==> config.mk <==
export PLATFORM = sky130hd
export DESIGN_NAME = instruction_fetch_flat
export DESIGN_NICKNAME = d
export VERILOG_FILES = /design/src/rtl/rv32i_pkg.sv /design/src/rtl/instruction_fetch_if.sv /design/src/rtl/fetch_fifo.sv /design/src/rtl/instruction_fetch.sv /design/src/flat_wrapper.sv
export SDC_FILE = /design/constraint.sdc
export NUM_CORES = 1
export LEC_CHECK = 0
export CORE_MARGIN = 2
export CORE_UTILIZATION = 50
export CTS_CLUSTER_SIZE = 10
export DETAILED_ROUTE_END_ITERATION = 16
export PLACE_DENSITY = 0.79
export SETUP_SLACK_MARGIN = 0.4
export SLEW_MARGIN = 30
export SYNTH_ARGS = -nofsm -noshare
export SYNTH_HDL_FRONTEND = slang
export SYNTH_HIERARCHICAL = 1
export SYNTH_SLANG_ARGS = --single-unit
==> constraint.sdc <==
create_clock -name iCLK -period 9.96 [get_ports iCLK]
set_clock_uncertainty 0.1 [all_clocks]
set_input_delay 1.494 -clock iCLK [delete_from_list [all_inputs] [get_ports iCLK]]
set_output_delay 1.494 -clock iCLK [all_outputs]
set_load 0.02 [all_outputs]
==> src/rtl/rv32i_pkg.sv <==
//------------------------------------------------------------------------------
// rv32i_pkg : shared constants and state encoding for the fetch front-end
// Rev 1.0
//------------------------------------------------------------------------------
`default_nettype none

package rv32i_pkg;

  localparam logic [31:0] NOP_INSTR = 32'h0000_0013;
  localparam int unsigned PC_STEP   = 4;

  typedef enum logic [1:0] {
    IDLE  = 2'd0,
    FETCH = 2'd1,
    FULL  = 2'd2,
    DRAIN = 2'd3
  } fetch_state_t;

endpackage

`default_nettype wire

==> src/rtl/instruction_fetch_if.sv <==
//------------------------------------------------------------------------------
// instruction_fetch_if : cache, decode and redirect signals of the fetch stage
// Rev 1.0
//------------------------------------------------------------------------------
`default_nettype none

interface instruction_fetch_if #(
  parameter int ADDR_W = 32,
  parameter int DATA_W = 32
);

  logic [ADDR_W-1:0] fetch_addr;
  logic              fetch_req;
  logic [DATA_W-1:0] cache_instr;
  logic              cache_ready;
  logic              if_valid;
  logic [DATA_W-1:0] if_instr;
  logic [ADDR_W-1:0] if_pc;
  logic              id_ready;
  logic              redirect_valid;
  logic [ADDR_W-1:0] redirect_pc;

  modport master (
    output fetch_addr, fetch_req, if_valid, if_instr, if_pc,
    input  cache_instr, cache_ready, id_ready, redirect_valid, redirect_pc
  );

  modport slave (
    input  fetch_addr, fetch_req, if_valid, if_instr, if_pc,
    output cache_instr, cache_ready, id_ready, redirect_valid, redirect_pc
  );

endinterface

`default_nettype wire

==> src/rtl/fetch_fifo.sv <==
//------------------------------------------------------------------------------
// fetch_fifo : 2-entry shift FIFO whose head is a register driving decode
// Rev 1.0
//------------------------------------------------------------------------------
`default_nettype none

module fetch_fifo #(
  parameter int               WIDTH      = 64,
  parameter logic [WIDTH-1:0] RESET_DATA = '0
) (
  input  wire logic             clk,
  input  wire logic             rst,
  input  wire logic             push,
  input  wire logic             pop,
  input  wire logic             flush,
  input  wire logic [WIDTH-1:0] din,
  output      logic [WIDTH-1:0] dout,
  output      logic [1:0]       count,
  output      logic             valid
);

  logic [WIDTH-1:0] r_head;
  logic [WIDTH-1:0] r_tail;
  logic [1:0]       r_count;
  logic             w_pop;
  logic             w_push;

  assign w_pop  = pop && (r_count != 2'd0);
  assign w_push = push && ((r_count != 2'd2) || w_pop);

  // Flushing only clears the count; the head keeps its last contents visible.
  always_ff @(posedge clk or posedge rst) begin
    if (rst) begin
      r_head  <= RESET_DATA;
      r_tail  <= '0;
      r_count <= 2'd0;
    end else if (flush) begin
      r_count <= 2'd0;
    end else begin
      case ({w_push, w_pop})
        2'b10: begin
          if (r_count == 2'd0) r_head <= din;
          else                 r_tail <= din;
          r_count <= r_count + 2'd1;
        end
        2'b01: begin
          if (r_count == 2'd2) r_head <= r_tail;
          r_count <= r_count - 2'd1;
        end
        2'b11: begin
          if (r_count == 2'd1) begin
            r_head <= din;
          end else begin
            r_head <= r_tail;
            r_tail <= din;
          end
        end
        default: ;
      endcase
    end
  end

  assign dout  = r_head;
  assign count = r_count;
  assign valid = (r_count != 2'd0);

endmodule

`default_nettype wire

==> src/rtl/instruction_fetch.sv <==
//------------------------------------------------------------------------------
// instruction_fetch : PC register, fetch state machine and redirect handling
// Rev 1.0
//------------------------------------------------------------------------------
`default_nettype none

module instruction_fetch
  import rv32i_pkg::*;
#(
  parameter int                ADDR_W   = 32,
  parameter int                DATA_W   = 32,
  parameter logic [ADDR_W-1:0] RESET_PC = '0
) (
  input wire logic             iCLK,
  input wire logic             iRST,
  instruction_fetch_if.master  bus
);

  localparam int                       FIFO_W     = ADDR_W + DATA_W;
  localparam logic [FIFO_W-1:0]        FIFO_RESET = {{ADDR_W{1'b0}}, DATA_W'(NOP_INSTR)};
  localparam logic [ADDR_W-1:0]        STEP       = ADDR_W'(PC_STEP);

  fetch_state_t      r_state;
  logic [ADDR_W-1:0] r_fetch_addr;
  logic              r_fetch_req;

  logic              w_push;
  logic              w_pop;
  logic              w_flush;
  logic [1:0]        w_count;
  logic [1:0]        w_count_next;
  logic              w_valid;
  logic [FIFO_W-1:0] w_head;

  // Redirect wins over everything, so it masks both enqueue and dequeue.
  assign w_flush = bus.redirect_valid;
  assign w_push  = (r_state == FETCH) && bus.cache_ready && !w_flush;
  assign w_pop   = w_valid && bus.id_ready && !w_flush;

  always_comb begin
    w_count_next = w_count;
    if (w_push && !w_pop)      w_count_next = w_count + 2'd1;
    else if (!w_push && w_pop) w_count_next = w_count - 2'd1;
  end

  always_ff @(posedge iCLK or posedge iRST) begin
    if (iRST) begin
      r_state      <= IDLE;
      r_fetch_addr <= RESET_PC;
      r_fetch_req  <= 1'b0;
    end else if (bus.redirect_valid) begin
      r_state      <= DRAIN;
      r_fetch_addr <= {bus.redirect_pc[ADDR_W-1:2], 2'b00};
      r_fetch_req  <= 1'b0;
    end else begin
      case (r_state)
        IDLE: begin
          r_state     <= FETCH;
          r_fetch_req <= 1'b1;
        end
        FETCH: begin
          if (w_push) begin
            r_fetch_addr <= r_fetch_addr + STEP;
            if (w_count_next == 2'd2) begin
              r_state     <= FULL;
              r_fetch_req <= 1'b0;
            end
          end
        end
        FULL: begin
          if (w_pop) begin
            r_state     <= FETCH;
            r_fetch_req <= 1'b1;
          end
        end
        DRAIN: begin
          r_state     <= FETCH;
          r_fetch_req <= 1'b1;
        end
        default: begin
          r_state     <= IDLE;
          r_fetch_req <= 1'b0;
        end
      endcase
    end
  end

  fetch_fifo #(
    .WIDTH      (FIFO_W),
    .RESET_DATA (FIFO_RESET)
  ) u_fifo (
    .clk   (iCLK),
    .rst   (iRST),
    .push  (w_push),
    .pop   (w_pop),
    .flush (w_flush),
    .din   ({r_fetch_addr, bus.cache_instr}),
    .dout  (w_head),
    .count (w_count),
    .valid (w_valid)
  );

  assign bus.fetch_addr = r_fetch_addr;
  assign bus.fetch_req  = r_fetch_req;
  assign bus.if_valid   = w_valid;
  assign bus.if_pc      = w_head[FIFO_W-1:DATA_W];
  assign bus.if_instr   = w_head[DATA_W-1:0];

endmodule

`default_nettype wire
==> src/flat_wrapper.sv <==
// flat-port wrapper written by rule: the top's interface ports become plain ports
module instruction_fetch_flat import rv32i_pkg::*;
#(
  parameter int                ADDR_W   = 32,
  parameter int                DATA_W   = 32,
  parameter logic [ADDR_W-1:0] RESET_PC = '0
)
  (iCLK, iRST, bus_fetch_addr, bus_fetch_req, bus_if_valid, bus_if_instr, bus_if_pc, bus_cache_instr, bus_cache_ready, bus_id_ready, bus_redirect_valid, bus_redirect_pc);
  instruction_fetch_if #(.ADDR_W(ADDR_W), .DATA_W(DATA_W)) bus_i ();
  input wire logic iCLK;
  input wire logic iRST;
  output wire logic [$bits(bus_i.fetch_addr)-1:0] bus_fetch_addr;
  output wire logic [$bits(bus_i.fetch_req)-1:0] bus_fetch_req;
  output wire logic [$bits(bus_i.if_valid)-1:0] bus_if_valid;
  output wire logic [$bits(bus_i.if_instr)-1:0] bus_if_instr;
  output wire logic [$bits(bus_i.if_pc)-1:0] bus_if_pc;
  input wire logic [$bits(bus_i.cache_instr)-1:0] bus_cache_instr;
  input wire logic [$bits(bus_i.cache_ready)-1:0] bus_cache_ready;
  input wire logic [$bits(bus_i.id_ready)-1:0] bus_id_ready;
  input wire logic [$bits(bus_i.redirect_valid)-1:0] bus_redirect_valid;
  input wire logic [$bits(bus_i.redirect_pc)-1:0] bus_redirect_pc;
  assign bus_fetch_addr = bus_i.fetch_addr;
  assign bus_fetch_req = bus_i.fetch_req;
  assign bus_if_valid = bus_i.if_valid;
  assign bus_if_instr = bus_i.if_instr;
  assign bus_if_pc = bus_i.if_pc;
  assign bus_i.cache_instr = bus_cache_instr;
  assign bus_i.cache_ready = bus_cache_ready;
  assign bus_i.id_ready = bus_id_ready;
  assign bus_i.redirect_valid = bus_redirect_valid;
  assign bus_i.redirect_pc = bus_redirect_pc;
  instruction_fetch #(.ADDR_W(ADDR_W), .DATA_W(DATA_W), .RESET_PC(RESET_PC)) u_core (.iCLK(iCLK), .iRST(iRST), .bus(bus_i));
endmodule
-- After elaboration in Yosys (flattened, before gate mapping)
Index checks and enable logic that the tools add are counted.
- flip-flop bits (word level): 165
- input bits: 69
- word-level logic and storage cells: 76
- add/subtract/negate cells: 3
- equality and inequality tests: 17
- muxes and demuxes: 24
- bitwise logic cells: 1
- reductions and logical operators: 25
- operators with widths (cell ; count):
    64-bit 2-to-1 mux ; 5
    64-bit one-hot mux with 3 select lines ; 1
    64-bit one-hot mux with 2 select lines ; 1
    32-bit 2-to-1 mux ; 3
    32-bit by 3-bit adder with 32-bit output (second input constant) ; 1
    2-bit 2-to-1 mux ; 7
    2-bit equality test (second input constant) ; 6
    2-bit inequality test (second input constant) ; 5
    3-bit inequality test (second input constant) ; 3
    1-bit logical AND ; 8
    4-bit AND reduction ; 2
    2-bit nonzero test ; 4
    2-bit by 1-bit equality test with 1-bit output (second input constant) ; 3
    2-bit one-hot mux with 3 select lines ; 1
    3-bit nonzero test ; 2
    2-bit zero test ; 2
    1-bit 2-to-1 mux ; 4
    2-bit one-hot mux with 2 select lines ; 1
    1-bit zero test ; 3
    1-bit one-hot mux with 3 select lines ; 1
    3-bit AND reduction ; 1
    2-bit by 1-bit adder with 2-bit output (second input constant) ; 1
    2-bit AND reduction ; 1
    2-bit OR reduction ; 1
    other kinds (3) ; 3

-- Longest topological paths before layout
- depth in word-level cells: 12
- depth in mapped cells: 11
- gate-level depth less buffers: 9

-- By module
The synthesis kept the hierarchy.
- by module, submodules not included (module ; instances ; cells each ; area an instance (um2) ; sequential area each (um2)):
    fetch_fifo ; 1 ; 438 ; 5566.6 ; 3256.9
    instruction_fetch ; 1 ; 234 ; 1978.1 ; 825.8

-- Worst setup path after synthesis
No wires, ideal clock.
- path type: input -> register
- start point: input bus_redirect_valid
- end point: register u_core.u_fifo.r_tail[0]
- library setup time: 127 ps
- arrival: 3083 ps
- path slack: 6649 ps
- stages: 7
- path buffers: 3
- path through: clkbuf_1 -> clkbuf_1 -> nor2_1 -> mux2i_1 -> nand3_4 -> buf_6 -> mux2_1
- longest elaborated chain between the ends: 8
- ends and longest elaborated chain (item ; RTL line ; RTL):
    from (decl) ; flat_wrapper.sv:20 ; input wire logic [$bits(bus_i.redirect_valid)-1:0] bus_redirect_valid;
    1-bit zero test (*) ; instruction_fetch.sv:38 ; assign w_pop = w_valid && bus.id_ready && !w_flush;
    1-bit logical AND (*) ; instruction_fetch.sv:38 ;
    named net u_core.w_pop ; instruction_fetch.sv:28 ; logic w_pop;
    1-bit logical AND (*) ; fetch_fifo.sv:28 ; assign w_pop = pop && (r_count != 2'd0);
    1-bit logical OR ; fetch_fifo.sv:29 ; assign w_push = push && ((r_count != 2'd2) || w_pop);
    1-bit logical AND ; fetch_fifo.sv:29 ;
    2-bit equality test ; fetch_fifo.sv:40 ; case ({w_push, w_pop})
    2-bit inequality test (no source line) or 2-bit nonzero test (tied branches) ; - ;
    4-bit AND reduction (no source line) ; - ;
    to (signal assigned) ; fetch_fifo.sv:43 ; else r_tail <= din;
    to (signal assigned) ; fetch_fifo.sv:55 ; r_tail <= din;
    to (decl) ; fetch_fifo.sv:23 ; logic [WIDTH-1:0] r_tail;
The timed path passes the listed nets; every way through them passes the cells marked *.
A chain may end at the register's enable or synchronous reset.

-- Final worst setup path
- start point: input bus_cache_ready
- end point: register u_core.u_fifo.r_head[21], in the netlist u_core/u_fifo/dout[21]
- longest elaborated chain between the ends: 6
- ends and longest elaborated chain (item ; RTL line ; RTL):
    from (decl) ; flat_wrapper.sv:18 ; input wire logic [$bits(bus_i.cache_ready)-1:0] bus_cache_ready;
    1-bit logical AND (*) (2 in a row) ; instruction_fetch.sv:37 ; assign w_push = (r_state == FETCH) && bus.cache_ready && !w_flush;
    named net u_core.w_push ; instruction_fetch.sv:27 ; logic w_push;
    1-bit logical AND (*) ; fetch_fifo.sv:29 ;
    2-bit by 1-bit equality test with 1-bit output or 2-bit equality test (tied branches) ; fetch_fifo.sv:40 ;
    2-bit inequality test (no source line) or 3-bit nonzero test (tied branches) ; - ;
    4-bit AND reduction (no source line) ; - ;
    to (signal assigned) ; fetch_fifo.sv:42 ; if (r_count == 2'd0) r_head <= din;
    to (signal assigned) ; fetch_fifo.sv:47 ; if (r_count == 2'd2) r_head <= r_tail;
    to (signal assigned) ; fetch_fifo.sv:52 ; r_head <= din;
    to (decl) ; fetch_fifo.sv:22 ; logic [WIDTH-1:0] r_head;
Marks and branches as above.

==> run_results.csv <==
group,metric,value,unit
worst_setup_path,r2r_slack,6.81,ns
floorplan,fp.dieH,126.8,um
route,finalWirelength,17.66,mm
worst_setup_path,worstSetupPathType,"input port to register",
clock_network,cts_buffer_depth,2,
sta,period_share,40.08,%
placement,io_buffers,162,
sta,max_slew_margin,42.78,%
sta,final_max_slew_viol_count,0,
sta,fin_crit,3.992,ns
global_routing,grt_remaining_overflow,0,
synthesis,yosys.area.top_type_share,53.07,%
global_routing,grt_max_degree,89,
layout,drive_gt1_share,12.71,%
pwr,power_density,234.7,nW/um^2
sta,fmax,0.2505,GHz
route,vias_per_cell,5.603,
sta,rsz0062_at_grt,"false",
route,drtAntennaViolNets,0,
synthesis,ys_top_cells_by_area,"dfrtp_1, mux2i_1, mux2_2",
route,vias,5704,
layout,layoutNonFillerInstCount,1018,
floorplan,rows,44,
placement,placed_cells,985,
pwr,p_leak,4.582,nW
synthesis,syn_area,7545,um^2
job,drv_cap,0,
synthesis,synth-seq-cells,163,
layout,syn_to_final_growth,30.50,%
synthesis,synth_ff_type,"dfrtp_1",
global_routing,grt_pass1_wl,28.64,mm
synthesis,synthDistinctLibCells,47,
clock_network,clkLatencyLatePin,0.42,ns
worst_setup_path,start_kind,"input port",
layout,antenna-diode-count,0,
outcome,status,"completed",
floorplan,dieArea,16090,um^2
sta,hold_viol,0,
worst_setup_path,critPathArrivalTime,4.23,ns
clock_network,clock_sinks,163,
placement,hpwl,11.86,mm
synthesis,ys_warn_count,6,
global_routing,grt_antenna_before_repair,0,
synthesis,post-synth-top-count-cell,"dfrtp_1",
global_routing,grt_pass1_vias,5769,
synthesis,synth_seq_area_share,54.11,%
worst_setup_path,end_kind,"register",
synthesis,ys_async_sr_fraction,100.0,%
synthesis,synth.largest_area_cell,"dfrtp_1",
layout,nets,894,
route,dr.pass1.iters,5,
sta,finalSetupTns,0,ns
pwr,peakVddDrop,135.8,uV
synthesis,syn_area_per_cell,11.23,um^2
synthesis,netlist_instances,672,
synthesis,synth_edf_count,0,
min_path,hold_path_class,"register to register",
clock_network,cts_hold_repair.buffers,0,
clock_network,postCtsSetupRepairBufs,0,
clock_network,cts_tree,"done",
clock_network,htreeDepth,4,
clock_network,clk_pin_slew,0.06,ns
floorplan,start_util,51.52,%
global_routing,grt_usage,22.43,%
sta,finalSetupViolCount,0,
placement,place_congestion,0.8150,
synthesis,synthTopCellsByCount,"dfrtp_1, nor2_1, a21oi_1",
clock_network,cts_resized,0,
floorplan,ioPinCount,167,
clock_network,numCtsBuffers,17,
sta,tightest_slew,0.8574,ns
worst_setup_path,path_max_fanout,88,
route,wl_per_cell,17.35,um
floorplan,core,14640,um^2
worst_setup_path,cp.required,10.19,ns
clock_network,cts_root_buffer,"clkbuf_16",
layout,fillCellCount,1140,
route,drtIter0Drc,394,
floorplan,die_w,126.8,um
route,remaining_drc_errors,0,
-- cells by family (layout without fill, tap and decap cells) --
family | after synthesis | count (layout) | synth area share, %
mux | 133 | 133 | 18.72
fa+ha+maj | 4 | 4 | 0.6634
buf+inv | 54 | 211 | 4.196
other cells | 1 | 6 | 0.04970
compound gates | 116 | 116 | 8.740
xor+xnor | 11 | 11 | 1.277
flops | 163 | 163 | 54.11
simple gates | 190 | 190 | 12.24
-- path summary, 6_finish.rpt --
kind / start / end / cells after the start
setup / recovery: bus_cache_ready / u_core/u_fifo/dout[21] / 8
hold / removal: u_core/u_fifo/r_tail[37] / u_core/u_fifo/r_tail[37] / 1
setup reg to reg: u_core/u_fifo/count[1] / u_core/u_fifo/r_tail[29] / 9
hold reg to reg: u_core/u_fifo/r_tail[37] / u_core/u_fifo/r_tail[37] / 1
max in group asynchronous: iRST / u_core/u_fifo/r_tail[47] / 3
min in group asynchronous: iRST / u_core/u_fifo/count[0] / 2
-- cells in the final DEF (no fill, tap or decap), drive strengths merged, types with 7 or more instances in the layout --
cell           instances
clkdlybuf4s50        162
nor2                  87
or4                   15
a31oi                 11
clkbuf                19
nand3                 19
dfrtp                160
mux2i                 68
o21ai                 14
a21oi                 69
nand2                 30
o31ai                  9
buf                    7
mux2                  65
nand4                  9
inv                   10
xnor2                  9
clkinv                 8
-- cell type report --
cell class	instances	area (um^2)	share of cell area (%)
clock buffer	19	442.9	4.499
clock inverter	13	160.2	1.627
sequential	163	4083	41.47
inverter	10	40.04	0.4067
multi-input combinational	460	3179	32.29
timing repair buffer	169	1710	17.37
tap	184	230.2	2.338
-- stage by stage --
step                      total power, mW  worst slack [ns]  hold WS [ns]  area [um^2]  util (%)
after floorplan                     1.318             4.902        0.3635         7564         -
after global placement              1.631             5.505        0.3742         9191     62.76
after detailed placement            1.663             5.377        0.3810         9219     62.95
after CTS                           2.332             5.829        0.3960         9822     67.07
after global routing                2.430             5.703        0.4132         9846     67.23
final                               2.310             5.968        0.3931         9846     67.23
-- where the power goes --
group,total (mW),switching [mW],internal (mW)
Clock,0.662,0.261,0.400
Combinational,0.683,0.339,0.344
Sequential,0.966,0.116,0.849
Total,2.31,0.716,1.59
-- critical path, cell delays in order --
cell,delay (ns)
clkdlybuf4s50_1,0.52
nand3b_1,0.19
nor2_1,0.51
o22ai_1,0.24
a211oi_4,0.25
buf_4,0.67
nor2_1,0.10
a21oi_1,0.18
-- routing by layer --
layer	wire [um]	global-route usage, %	vias to the layer above
met5	0	0	-
met3	992	4.471	31
met4	378	8.985	0
li1	-	-	2691
met2	8727	37.98	213
met1	7564	28.44	2769
-- sequential cells by signal (all words and copies together), names as in the netlist --
register and cells:
u_core/u_fifo/r_tail 64, u_core/bus.fetch_req 1, u_core/bus.fetch_addr 30, u_core/u_fifo/count 2, u_core/u_fifo/dout 64, u_core/r_state 2
Power figures use the tool's default switching activity.
